**src/rtl/queue_frame_parser_if.sv**
```systemverilog
// Pixel-queue read port and tagged pixel stream of the frame parser.
// The slave side is the parser; the master side is the queue/framebuffer side.
interface queue_frame_parser_if;
  logic        queue_empty;
  logic [16:0] queue_data;
  logic        queue_rd_en;
  logic        pix_valid;
  logic        pix_ready;
  logic [15:0] pix_data;
  logic [10:0] pix_x;
  logic [10:0] pix_y;
  logic        pix_sof;
  logic        pix_eof;

  modport master (
    output queue_empty, queue_data, pix_ready,
    input  queue_rd_en, pix_valid, pix_data, pix_x, pix_y, pix_sof, pix_eof
  );

  modport slave (
    input  queue_empty, queue_data, pix_ready,
    output queue_rd_en, pix_valid, pix_data, pix_x, pix_y, pix_sof, pix_eof
  );
endinterface

```
**src/rtl/queue_frame_parser.sv**
```systemverilog
// Pops 17-bit queue words, decodes FS/RS/FE markers and tags pixels with x/y/sof/eof.
// Latency: queue_rd_en to pix_valid is 2 cycles into an empty buffer; 1 pixel/clk sustained.
// Backpressure: reads are issued only while the 2-entry output buffer has a slot for them.
module queue_frame_parser #(
  parameter int FRAME_WIDTH       = 480,
  parameter int FRAME_HEIGHT      = 272,
  parameter bit EXPECT_EXTRA_DATA = 1'b1
) (
  input  logic                       clk,
  input  logic                       reset_n,
  queue_frame_parser_if.slave        bus,
  output logic                       frame_done,
  output logic [15:0]                frame_count,
  output logic [3:0]                 err_flags,
  input  logic                       err_clear
);

  localparam logic [10:0] X_LAST = 11'(FRAME_WIDTH - 1);
  localparam logic [10:0] Y_LAST = 11'(FRAME_HEIGHT - 1);

  typedef enum logic [1:0] {WAIT_FRAME, WAIT_ROW, ROW, WAIT_END} state_t;

  typedef struct packed {
    logic [15:0] data;
    logic [10:0] x;
    logic [10:0] y;
    logic        sof;
    logic        eof;
  } ent_t;

  state_t      r_state;
  logic [10:0] r_x;
  logic [10:0] r_y;
  logic        r_inflight;
  ent_t        r_buf [2];
  logic        r_wr_ptr;
  logic        r_rd_ptr;
  logic [1:0]  r_count;
  logic        r_frame_done;
  logic [15:0] r_frame_count;
  logic [3:0]  r_err;

  logic        w_marker;
  logic [15:0] w_code;
  logic        w_is_fs;
  logic        w_is_rs;
  logic        w_is_fe;
  logic        w_is_unk;
  logic        w_is_pix;
  logic        w_push;
  logic        w_pop;
  logic        w_complete;
  logic [1:0]  w_occ;
  logic [1:0]  w_outstanding;
  logic [3:0]  w_err_set;
  ent_t        w_head;

  assign w_marker = bus.queue_data[16];
  assign w_code   = bus.queue_data[15:0];
  assign w_is_fs  = r_inflight && w_marker && (w_code == 16'h0000);
  assign w_is_rs  = r_inflight && w_marker && (w_code == 16'h0001);
  assign w_is_fe  = r_inflight && w_marker && (w_code == 16'hFFFF);
  assign w_is_unk = r_inflight && w_marker && !(w_is_fs || w_is_rs || w_is_fe);
  assign w_is_pix = r_inflight && !w_marker;

  assign w_push = w_is_pix && (r_state == ROW);
  assign w_pop  = (r_count != 2'd0) && bus.pix_ready;

  assign w_complete = (!EXPECT_EXTRA_DATA && w_push && (r_x == X_LAST) && (r_y == Y_LAST))
                   || ((r_state == WAIT_END) && w_is_fe);

  // Occupancy is taken after this cycle's pop so a draining buffer keeps 1 pixel/clk.
  assign w_occ           = r_count - {1'b0, w_pop};
  assign w_outstanding   = w_occ + {1'b0, r_inflight};
  assign bus.queue_rd_en = !bus.queue_empty && (w_outstanding < 2'd2);

  assign w_head        = r_buf[r_rd_ptr];
  assign bus.pix_valid = (r_count != 2'd0);
  assign bus.pix_data  = w_head.data;
  assign bus.pix_x     = w_head.x;
  assign bus.pix_y     = w_head.y;
  assign bus.pix_sof   = w_head.sof;
  assign bus.pix_eof   = w_head.eof;

  assign frame_done  = r_frame_done;
  assign frame_count = r_frame_count;
  assign err_flags   = r_err;

  always_comb begin
    w_err_set = 4'b0000;
    if (w_is_unk) w_err_set[0] = 1'b1;
    if (w_is_fs && (r_state != WAIT_FRAME)) w_err_set[3] = 1'b1;
    case (r_state)
      WAIT_FRAME: if (w_is_pix || w_is_rs) w_err_set[0] = 1'b1;
      WAIT_ROW: begin
        if (w_is_pix) w_err_set[2] = 1'b1;
        if (w_is_fe)  w_err_set[3] = 1'b1;
      end
      ROW: begin
        if (w_is_rs && (r_x != 11'd0)) w_err_set[1] = 1'b1;
        if (w_is_fe)                   w_err_set[3] = 1'b1;
      end
      WAIT_END: if (w_is_pix || w_is_rs) w_err_set[2] = 1'b1;
      default: ;
    endcase
  end

  always_ff @(posedge clk or negedge reset_n) begin
    if (!reset_n) begin
      r_buf[0]   <= '0;
      r_buf[1]   <= '0;
      r_wr_ptr   <= 1'b0;
      r_rd_ptr   <= 1'b0;
      r_count    <= 2'd0;
      r_inflight <= 1'b0;
    end else begin
      r_inflight <= bus.queue_rd_en;
      if (w_push) begin
        r_buf[r_wr_ptr] <= '{data: bus.queue_data[15:0], x: r_x, y: r_y,
                             sof: (r_x == 11'd0) && (r_y == 11'd0),
                             eof: (r_x == X_LAST) && (r_y == Y_LAST)};
        r_wr_ptr <= ~r_wr_ptr;
      end
      if (w_pop) r_rd_ptr <= ~r_rd_ptr;
      r_count <= r_count + {1'b0, w_push} - {1'b0, w_pop};
    end
  end

  always_ff @(posedge clk or negedge reset_n) begin
    if (!reset_n) begin
      r_state       <= WAIT_FRAME;
      r_x           <= 11'd0;
      r_y           <= 11'd0;
      r_frame_done  <= 1'b0;
      r_frame_count <= 16'd0;
      r_err         <= 4'b0000;
    end else begin
      r_frame_done <= w_complete;
      if (w_complete) r_frame_count <= r_frame_count + 16'd1;
      r_err <= err_clear ? 4'b0000 : (r_err | w_err_set);

      if (w_is_fs) begin
        r_x     <= 11'd0;
        r_y     <= 11'd0;
        r_state <= EXPECT_EXTRA_DATA ? WAIT_ROW : ROW;
      end else begin
        case (r_state)
          WAIT_ROW: begin
            if (w_is_rs)      r_state <= ROW;
            else if (w_is_fe) r_state <= WAIT_FRAME;
          end
          ROW: begin
            if (w_is_pix) begin
              if (r_x == X_LAST) begin
                r_x <= 11'd0;
                if (r_y == Y_LAST) begin
                  r_y     <= 11'd0;
                  r_state <= EXPECT_EXTRA_DATA ? WAIT_END : WAIT_FRAME;
                end else begin
                  r_y     <= r_y + 11'd1;
                  r_state <= EXPECT_EXTRA_DATA ? WAIT_ROW : ROW;
                end
              end else begin
                r_x <= r_x + 11'd1;
              end
            end else if (w_is_rs && (r_x != 11'd0)) begin
              // Aborted row: the RS itself opens the next row.
              r_x <= 11'd0;
              if (r_y == Y_LAST) r_state <= WAIT_END;
              else               r_y     <= r_y + 11'd1;
            end else if (w_is_fe) begin
              r_state <= WAIT_FRAME;
            end
          end
          WAIT_END: begin
            if (w_is_fe) begin
              r_y     <= 11'd0;
              r_state <= WAIT_FRAME;
            end
          end
          default: ;
        endcase
      end
    end
  end

endmodule

```
**src/flat_wrapper.sv**
```systemverilog
// flat-port wrapper written by rule: the top's interface ports become plain ports
module queue_frame_parser_flat 
#(
  parameter int FRAME_WIDTH       = 480,
  parameter int FRAME_HEIGHT      = 272,
  parameter bit EXPECT_EXTRA_DATA = 1'b1
)
  (clk, reset_n, frame_done, frame_count, err_flags, err_clear, bus_queue_empty, bus_queue_data, bus_pix_ready, bus_queue_rd_en, bus_pix_valid, bus_pix_data, bus_pix_x, bus_pix_y, bus_pix_sof, bus_pix_eof);
  queue_frame_parser_if bus_i ();
  input  logic clk;
  input  logic reset_n;
  output logic frame_done;
  output logic [15:0] frame_count;
  output logic [3:0] err_flags;
  input  logic err_clear;
  input wire logic [$bits(bus_i.queue_empty)-1:0] bus_queue_empty;
  input wire logic [$bits(bus_i.queue_data)-1:0] bus_queue_data;
  input wire logic [$bits(bus_i.pix_ready)-1:0] bus_pix_ready;
  output wire logic [$bits(bus_i.queue_rd_en)-1:0] bus_queue_rd_en;
  output wire logic [$bits(bus_i.pix_valid)-1:0] bus_pix_valid;
  output wire logic [$bits(bus_i.pix_data)-1:0] bus_pix_data;
  output wire logic [$bits(bus_i.pix_x)-1:0] bus_pix_x;
  output wire logic [$bits(bus_i.pix_y)-1:0] bus_pix_y;
  output wire logic [$bits(bus_i.pix_sof)-1:0] bus_pix_sof;
  output wire logic [$bits(bus_i.pix_eof)-1:0] bus_pix_eof;
  assign bus_i.queue_empty = bus_queue_empty;
  assign bus_i.queue_data = bus_queue_data;
  assign bus_i.pix_ready = bus_pix_ready;
  assign bus_queue_rd_en = bus_i.queue_rd_en;
  assign bus_pix_valid = bus_i.pix_valid;
  assign bus_pix_data = bus_i.pix_data;
  assign bus_pix_x = bus_i.pix_x;
  assign bus_pix_y = bus_i.pix_y;
  assign bus_pix_sof = bus_i.pix_sof;
  assign bus_pix_eof = bus_i.pix_eof;
  queue_frame_parser #(.FRAME_WIDTH(FRAME_WIDTH), .FRAME_HEIGHT(FRAME_HEIGHT), .EXPECT_EXTRA_DATA(EXPECT_EXTRA_DATA)) u_core (.clk(clk), .reset_n(reset_n), .bus(bus_i), .frame_done(frame_done), .frame_count(frame_count), .err_flags(err_flags), .err_clear(err_clear));
endmodule
```
**config.mk**
```make
export PLATFORM = sky130hd
export DESIGN_NAME = queue_frame_parser_flat
export DESIGN_NICKNAME = d
export VERILOG_FILES = /design/src/rtl/queue_frame_parser_if.sv /design/src/rtl/queue_frame_parser.sv /design/src/flat_wrapper.sv
export SDC_FILE = /design/constraint.sdc
export NUM_CORES = 1
export LEC_CHECK = 0
export BUFFER_PORTS_ARGS = -buffer_cell sky130_fd_sc_hd__buf_2
export CAP_MARGIN = 20
export CORE_MARGIN = 5
export CORE_UTILIZATION = 55
export DETAILED_ROUTE_END_ITERATION = 16
export PLACE_DENSITY = 0.77
export SETUP_SLACK_MARGIN = 0.4
export SLEW_MARGIN = 40
export SYNTH_ARGS = -nofsm -noshare
export SYNTH_HDL_FRONTEND = slang
export SYNTH_SLANG_ARGS = --single-unit
```
**constraint.sdc**
```tcl
create_clock -name clk -period 2.6 [get_ports clk]
set_input_delay 0.26 -clock clk [delete_from_list [all_inputs] [get_ports clk]]
set_output_delay 0.26 -clock clk [all_outputs]
set_load 0.1 [all_outputs]
```
**Word-level counts from Yosys, hierarchy flattened**

Index checks and enable logic that the tools add are counted.

- Equality and inequality tests: 12
- Bitwise gates (word level): 5
- Muxes and demuxes: 40
- $add $sub $neg: 7
- $lt $le $gt $ge: 4
- Reduce and logical (&&, ||, !) cells: 36

Operators by type and width:

| kind | count |
|---|---|
| 40-bit 2-to-1 mux | 4 |
| 11-bit 2-to-1 mux | 12 |
| 80-bit bitwise mux | 1 |
| 40-bit demux with 1-bit select | 1 |
| 11-bit by 1-bit adder with 11-bit output, second input constant | 2 |
| 11-bit by 9-bit == test with 1-bit output, second input constant | 2 |
| 11-bit zero test | 2 |
| 11-bit one-hot mux with 2 select lines | 1 |
| 16-bit by 1-bit adder with 16-bit output, second input constant | 1 |
| 16-bit by 1-bit == test with 1-bit output, second input constant | 1 |
| 16-bit == test, second input constant | 1 |
| 16-bit zero test | 1 |
| 2-bit 2-to-1 mux | 8 |
| 1-bit logical AND | 15 |
| 11-bit nonzero test | 1 |
| 1-bit 2-to-1 mux | 10 |
| 4-bit by 2-bit inequality test with 1-bit output, second input constant | 2 |
| 2-bit one-hot mux with 3 select lines | 1 |
| 2-bit nonzero test | 3 |
| 3-bit nonzero test | 2 |
| 5-bit by 3-bit inequality test with 1-bit output, second input constant | 1 |
| 5-bit AND reduction | 1 |
| 2-bit by 1-bit adder with 2-bit output | 2 |
| 2-bit == test, second input constant | 2 |
| 19 further kinds | 27 |

- Word-level logic and storage cells: 124
- Output and inout port bits: 63
- Bits in registers: 130
- Input port bits: 22

**Longest topological paths before layout**

- Depth in word-level cells: 11
- Gate-level depth with buffers: 10
- Gate-level depth less buffers: 8

**Worst setup path after synthesis**

OpenSTA, ideal clock, no wires.

- Kind: register to register
- Start: register u_core.r_count[1]
- End: register u_core.r_inflight
- Clock period less this slack: 3.196 ns
- Stages on the path, launching flop included: 7
- Setup time: 0.266 ns
- Path buffers: 0
- Path slack: -0.596 ns
- Data arrival time: 2.930 ns
- Data required time: 2.334 ns
- Cells stage by stage: dfrtp_1 -> or2_2 -> and2_1 -> ha_1 -> nor2_1 -> xnor2_1 -> nor2_1

- Cells in the longest elaborated chain, start to end: 6

Ends and longest elaborated chain:

| element | RTL line | text |
|---|---|---|
| start: declaration | queue_frame_parser.sv:38 | `logic [1:0] r_count;` |
| start signal: assignment | queue_frame_parser.sv:125 | `r_count <= r_count + {1'b0, w_push} - {1'b0, w_pop};` |
| 2-bit nonzero test | -- |  |
| via bus_pix_valid | flat_wrapper.sv:20 | `output wire logic [$bits(bus_i.pix_valid)-1:0] bus_pix_valid;` |
| 1-bit logical AND | queue_frame_parser.sv:67 | `assign w_pop = (r_count != 2'd0) && bus.pix_ready;` |
| via u_core.w_pop | queue_frame_parser.sv:51 | `logic w_pop;` |
| 2-bit by 1-bit subtractor with 2-bit output | queue_frame_parser.sv:73 | `assign w_occ = r_count - {1'b0, w_pop};` |
| 2-bit by 1-bit adder with 2-bit output | queue_frame_parser.sv:74 | `assign w_outstanding = w_occ + {1'b0, r_inflight};` |
| 2-bit less-than comparator | queue_frame_parser.sv:75 | `assign bus.queue_rd_en = !bus.queue_empty && (w_outstanding < 2'd2);` |
| 1-bit logical AND | queue_frame_parser.sv:75 |  |
| via bus_queue_rd_en | flat_wrapper.sv:19 | `output wire logic [$bits(bus_i.queue_rd_en)-1:0] bus_queue_rd_en;` |
| end signal: assignment | queue_frame_parser.sv:117 | `r_inflight <= bus.queue_rd_en;` |
| end: declaration | queue_frame_parser.sv:34 | `logic r_inflight;` |

The timed path passes the listed nets, and every way through them passes these cells.
A chain may end at the register's enable or synchronous reset.

**Worst setup path after layout**

- Start: register u_core.r_count[1]
- End: output port bus_queue_rd_en

- Cells in the longest elaborated chain, start to end: 6

Ends and longest elaborated chain:

| element | RTL line |
|---|---|
| 2-bit nonzero test | queue_frame_parser.sv:67 |
| 1-bit logical AND | queue_frame_parser.sv:67 |
| via u_core.w_pop | queue_frame_parser.sv:51 |
| 2-bit by 1-bit subtractor with 2-bit output | queue_frame_parser.sv:73 |
| 2-bit by 1-bit adder with 2-bit output | queue_frame_parser.sv:74 |
| 2-bit less-than comparator | queue_frame_parser.sv:75 |
| 1-bit logical AND | queue_frame_parser.sv:75 |
| end: declaration | flat_wrapper.sv:19 |

The timed path passes the listed nets, and every way through them passes these cells.

==> flow_summary.toml <==
[synthesis]
synth-main-ff-cell = "dfrtp_1"
yosysWarnings = 0
seq_area_frac_synth_pct = 51.46
synthCells = 611
async_flop_share_pct = 100.0
synth_adder_area_share_pct = 2.375
synth-simple-area-share_pct = 17.91
synth-compound-area-share_pct = 8.848
synth_top_family_by_area = "simple AND/OR/NAND/NOR gates"
synth_nets = 645
muxShareOfSynthArea_pct = 13.18
ys_ff_latch = 130
synth_area_um2 = 6321
synth.avg_cell_area_um2 = 10.35
synth-edff-count = 0
yosysUniqueCellTypes = 51
synthXorXnorAreaFrac_pct = 2.771

[worst_setup_path]
worstPathArrival_ns = 1.94
startpoint_type = "flip-flop"
slowest_delay_ns = 0.37
path_max_fanout = 2
crit_chain = "or2_4, and2_4, ha_4, nor2_4, xnor2_2, nor2_4, buf_12"
cp.required_ns = 2.34
rr_endpoint = "u_core.r_y[2]$_DFFE_PN0P_"
rrSetupSlack_ns = 0.44
r2r-start = "u_core.r_inflight$_DFF_PN0_"
r2r.worst_path.cells = 6
endpoint_kind = "output pin"
crit_slowest_cell = "dfrtp_1"
critPathMostFrequentCell = "nor2_4"
worstSetupPathType = "flip-flop to output pin"

[grt]
grt_pass1_vias = 5278
grt.overflow.total = 0
grt_usage_pct = 23.79
grt_pass1_wl_um = 25520
antenna_found_initial = 0
grt_max_degree = 54

[clock_tree]
clk_pin_slew_ns = 0.05
cts.path.max_buffers = 2
cts-root-buf = "clkbuf_16"
insertion_delay_ns = 0.41
cts.htree.levels = 4
cts_tree = "done"
cts_sinks = 130
cts_buffers = 17

[sta]
max_freq_mhz = 454.7
final_hold_viol_count = 0
setup_viol = 0
slew_violations = 0
worstMarginPinSlew_ns = 0.7604
whs_ns = 0.03348
fin_crit_ns = 2.199
setup_ws_ns = 0.4007
rsz0062_at_grt = "true"
clock_skew_ns = 0.006577
period_share_pct = 84.59
slew_headroom_pct = 48.88

[power_and_ir_drop]
power.share.combinational_pct = 45.8
ir_drop_v = 0.001410
power_mw = 9.120
sw_frac_of_total_pct = 45.62
power_leakage_nw = 3.904
internal-power_mw = 4.959
p_seq_share_pct = 30.2
power.density_nw_per_um2 = 1170
power_frac_clock_pct = 24.1
p_sw_mw = 4.161

[job]
maxCapViolCount = 0

[placed_design]
place_area_um2 = 6959
place.gp.congestion = 0.9221
portBuffers = 84
dp_slack_ns = 0.2364
dp_hpwl_um = 10130

[routing]
drcViolationCount = 0
finalWirelength_um = 15650
viasPerCell = 5.875
num_vias = 5105
ant_nets = 0
firstDrtPassIters = 5
drt_iter0_markers = 418
wire_per_inst_um = 18.01

[floorplanning]
pin_count = 85
start_util_pct = 55.84
dieWidth_um = 117.2
die_h_um = 117.2
rows = 39
die_area_um2 = 13740
core_area_um2 = 11320

[final_layout]
nNetsFinal = 748
final_core_util_pct = 68.87
layout_commonest_cell = "nand2_1"
layout-drive-gt1-share_pct = 35.95
antenna_cells = 0
fin_area_um2 = 7796
layout_common_cells = "nand2_1 (135), dfrtp_1 (125), buf_2 (82), mux2_2 (74), buf_4 (30)"
syn_to_final_growth_pct = 23.34

[hold_path]
hp-start = "bus_queue_empty"
whs_endpoint = "u_core.r_inflight$_DFF_PN0_"
hold_class = "input port to flip-flop"
hold_depth = 2

[outcome]
status = "complete, no violations"
## stage by stage
stage | TNS (ns) | cells
3_5_place_dp | 0 | 821
6_report | 0 | 869
5_1_grt | 0 | 869
3_3_place_gp | -0.06493 | 821
2_1_floorplan | 0 | 611
4_1_cts | 0 | 860
## worst max-delay path: cells and delay by family (launching register included)
family | cells | cell delay [ns]
buf+inv | 1 | 0.18
xor+xnor | 1 | 0.15
flops | 1 | 0.37
simple gates | 4 | 0.56
fa+ha+maj | 1 | 0.27
## per-layer routing
| layer | wire [um] | GRT usage [%] | up-vias |
|---|---|---|---|
| li1 | - | - | 2335 |
| met1 | 6352 | 29.61 | 2529 |
| met2 | 7950 | 39.78 | 202 |
| met3 | 996 | 5.501 | 39 |
| met4 | 355 | 10.24 | 0 |
| met5 | 0 | 0 | - |
## worst max-delay path by stage
stage                                        from                      endpoint  slack [ns]  depth (start not counted)
finish                u_core.r_count[1]$_DFF_PN0_               bus_queue_rd_en        0.40                          7
global route          u_core.r_count[1]$_DFF_PN0_               bus_queue_rd_en        0.33                          7
CTS                   u_core.r_count[1]$_DFF_PN0_               bus_queue_rd_en        0.35                          7
detailed placement              bus_queue_data[1]     u_core.r_y[8]$_DFFE_PN0P_        0.24                          7
global placement        u_core.r_y[6]$_DFFE_PN0P_     u_core.r_y[1]$_DFFE_PN0P_       -0.03                          6
floorplan           u_core.r_state[0]$_DFFE_PN0P_  u_core.r_buf[15]$_DFFE_PN0P_        0.41                          9
## cell type report
class                   count  area [um2]
clock buffers              27       523.0
multi-input cells         431        3037
fillers                   831        3525
well taps                 143       178.9
flip-flops and latches    130        3262
repair buffers            116       705.7
clock inverters             4       22.52
inverters                  18       67.56
## cell usage after synthesis, types with 12 or more instances
| master | number | area (um2) |
|---|---|---|
| xnor2_1 | 18 | 157.7 |
| ha_1 | 12 | 150.1 |
| nor2_1 | 24 | 90.09 |
| o31ai_1 | 20 | 150.1 |
| nand3_1 | 18 | 90.09 |
| mux2_2 | 74 | 833.3 |
| nand4_1 | 12 | 75.07 |
| inv_1 | 18 | 67.56 |
| nand2_1 | 135 | 506.7 |
| dfrtp_1 | 130 | 3253 |
| o21ai_0 | 24 | 120.1 |
| clkbuf_1 | 23 | 86.33 |
## logic make-up (layout without fill, tap and decap cells)
logic type,Yosys count,after routing
simple gates,242,243
flops,130,130
compound gates,82,82
mux,74,74
buf+inv,51,165
xor+xnor,20,20
fa+ha+maj,12,12
## repair_timing
item | 4_1_cts | 5_1_grt
gates cloned | 1 | 0
buffers inserted | 6 | 9
pin swaps | 2 | 10
hold buffers | 1 | 0
hold endpoints to repair | 34 | 0
setup endpoints to repair | 45 | 56
gates resized for setup | 18 | 16
## state kept, by name, summed over array words and instances, names as in the netlist
signal,count
u_core.err_flags,4
u_core.frame_count,16
u_core.frame_done,1
u_core.r_buf,80
u_core.r_count,2
u_core.r_inflight,1
u_core.r_rd_ptr,1
u_core.r_state,2
u_core.r_wr_ptr,1
u_core.r_x,11
u_core.r_y,11
## power by group through the flow
stage / Clock [mW] / Combinational, mW / Sequential [mW]
global route: 2.32 / 4.40 / 2.81
global placement: 0 / 3.80 / 2.78
finish: 2.19 / 4.17 / 2.75
CTS: 2.21 / 4.11 / 2.74
floorplan: 0 / 3.24 / 2.72
detailed placement: 0 / 3.86 / 2.82
(Power assumes the default switching activity.)
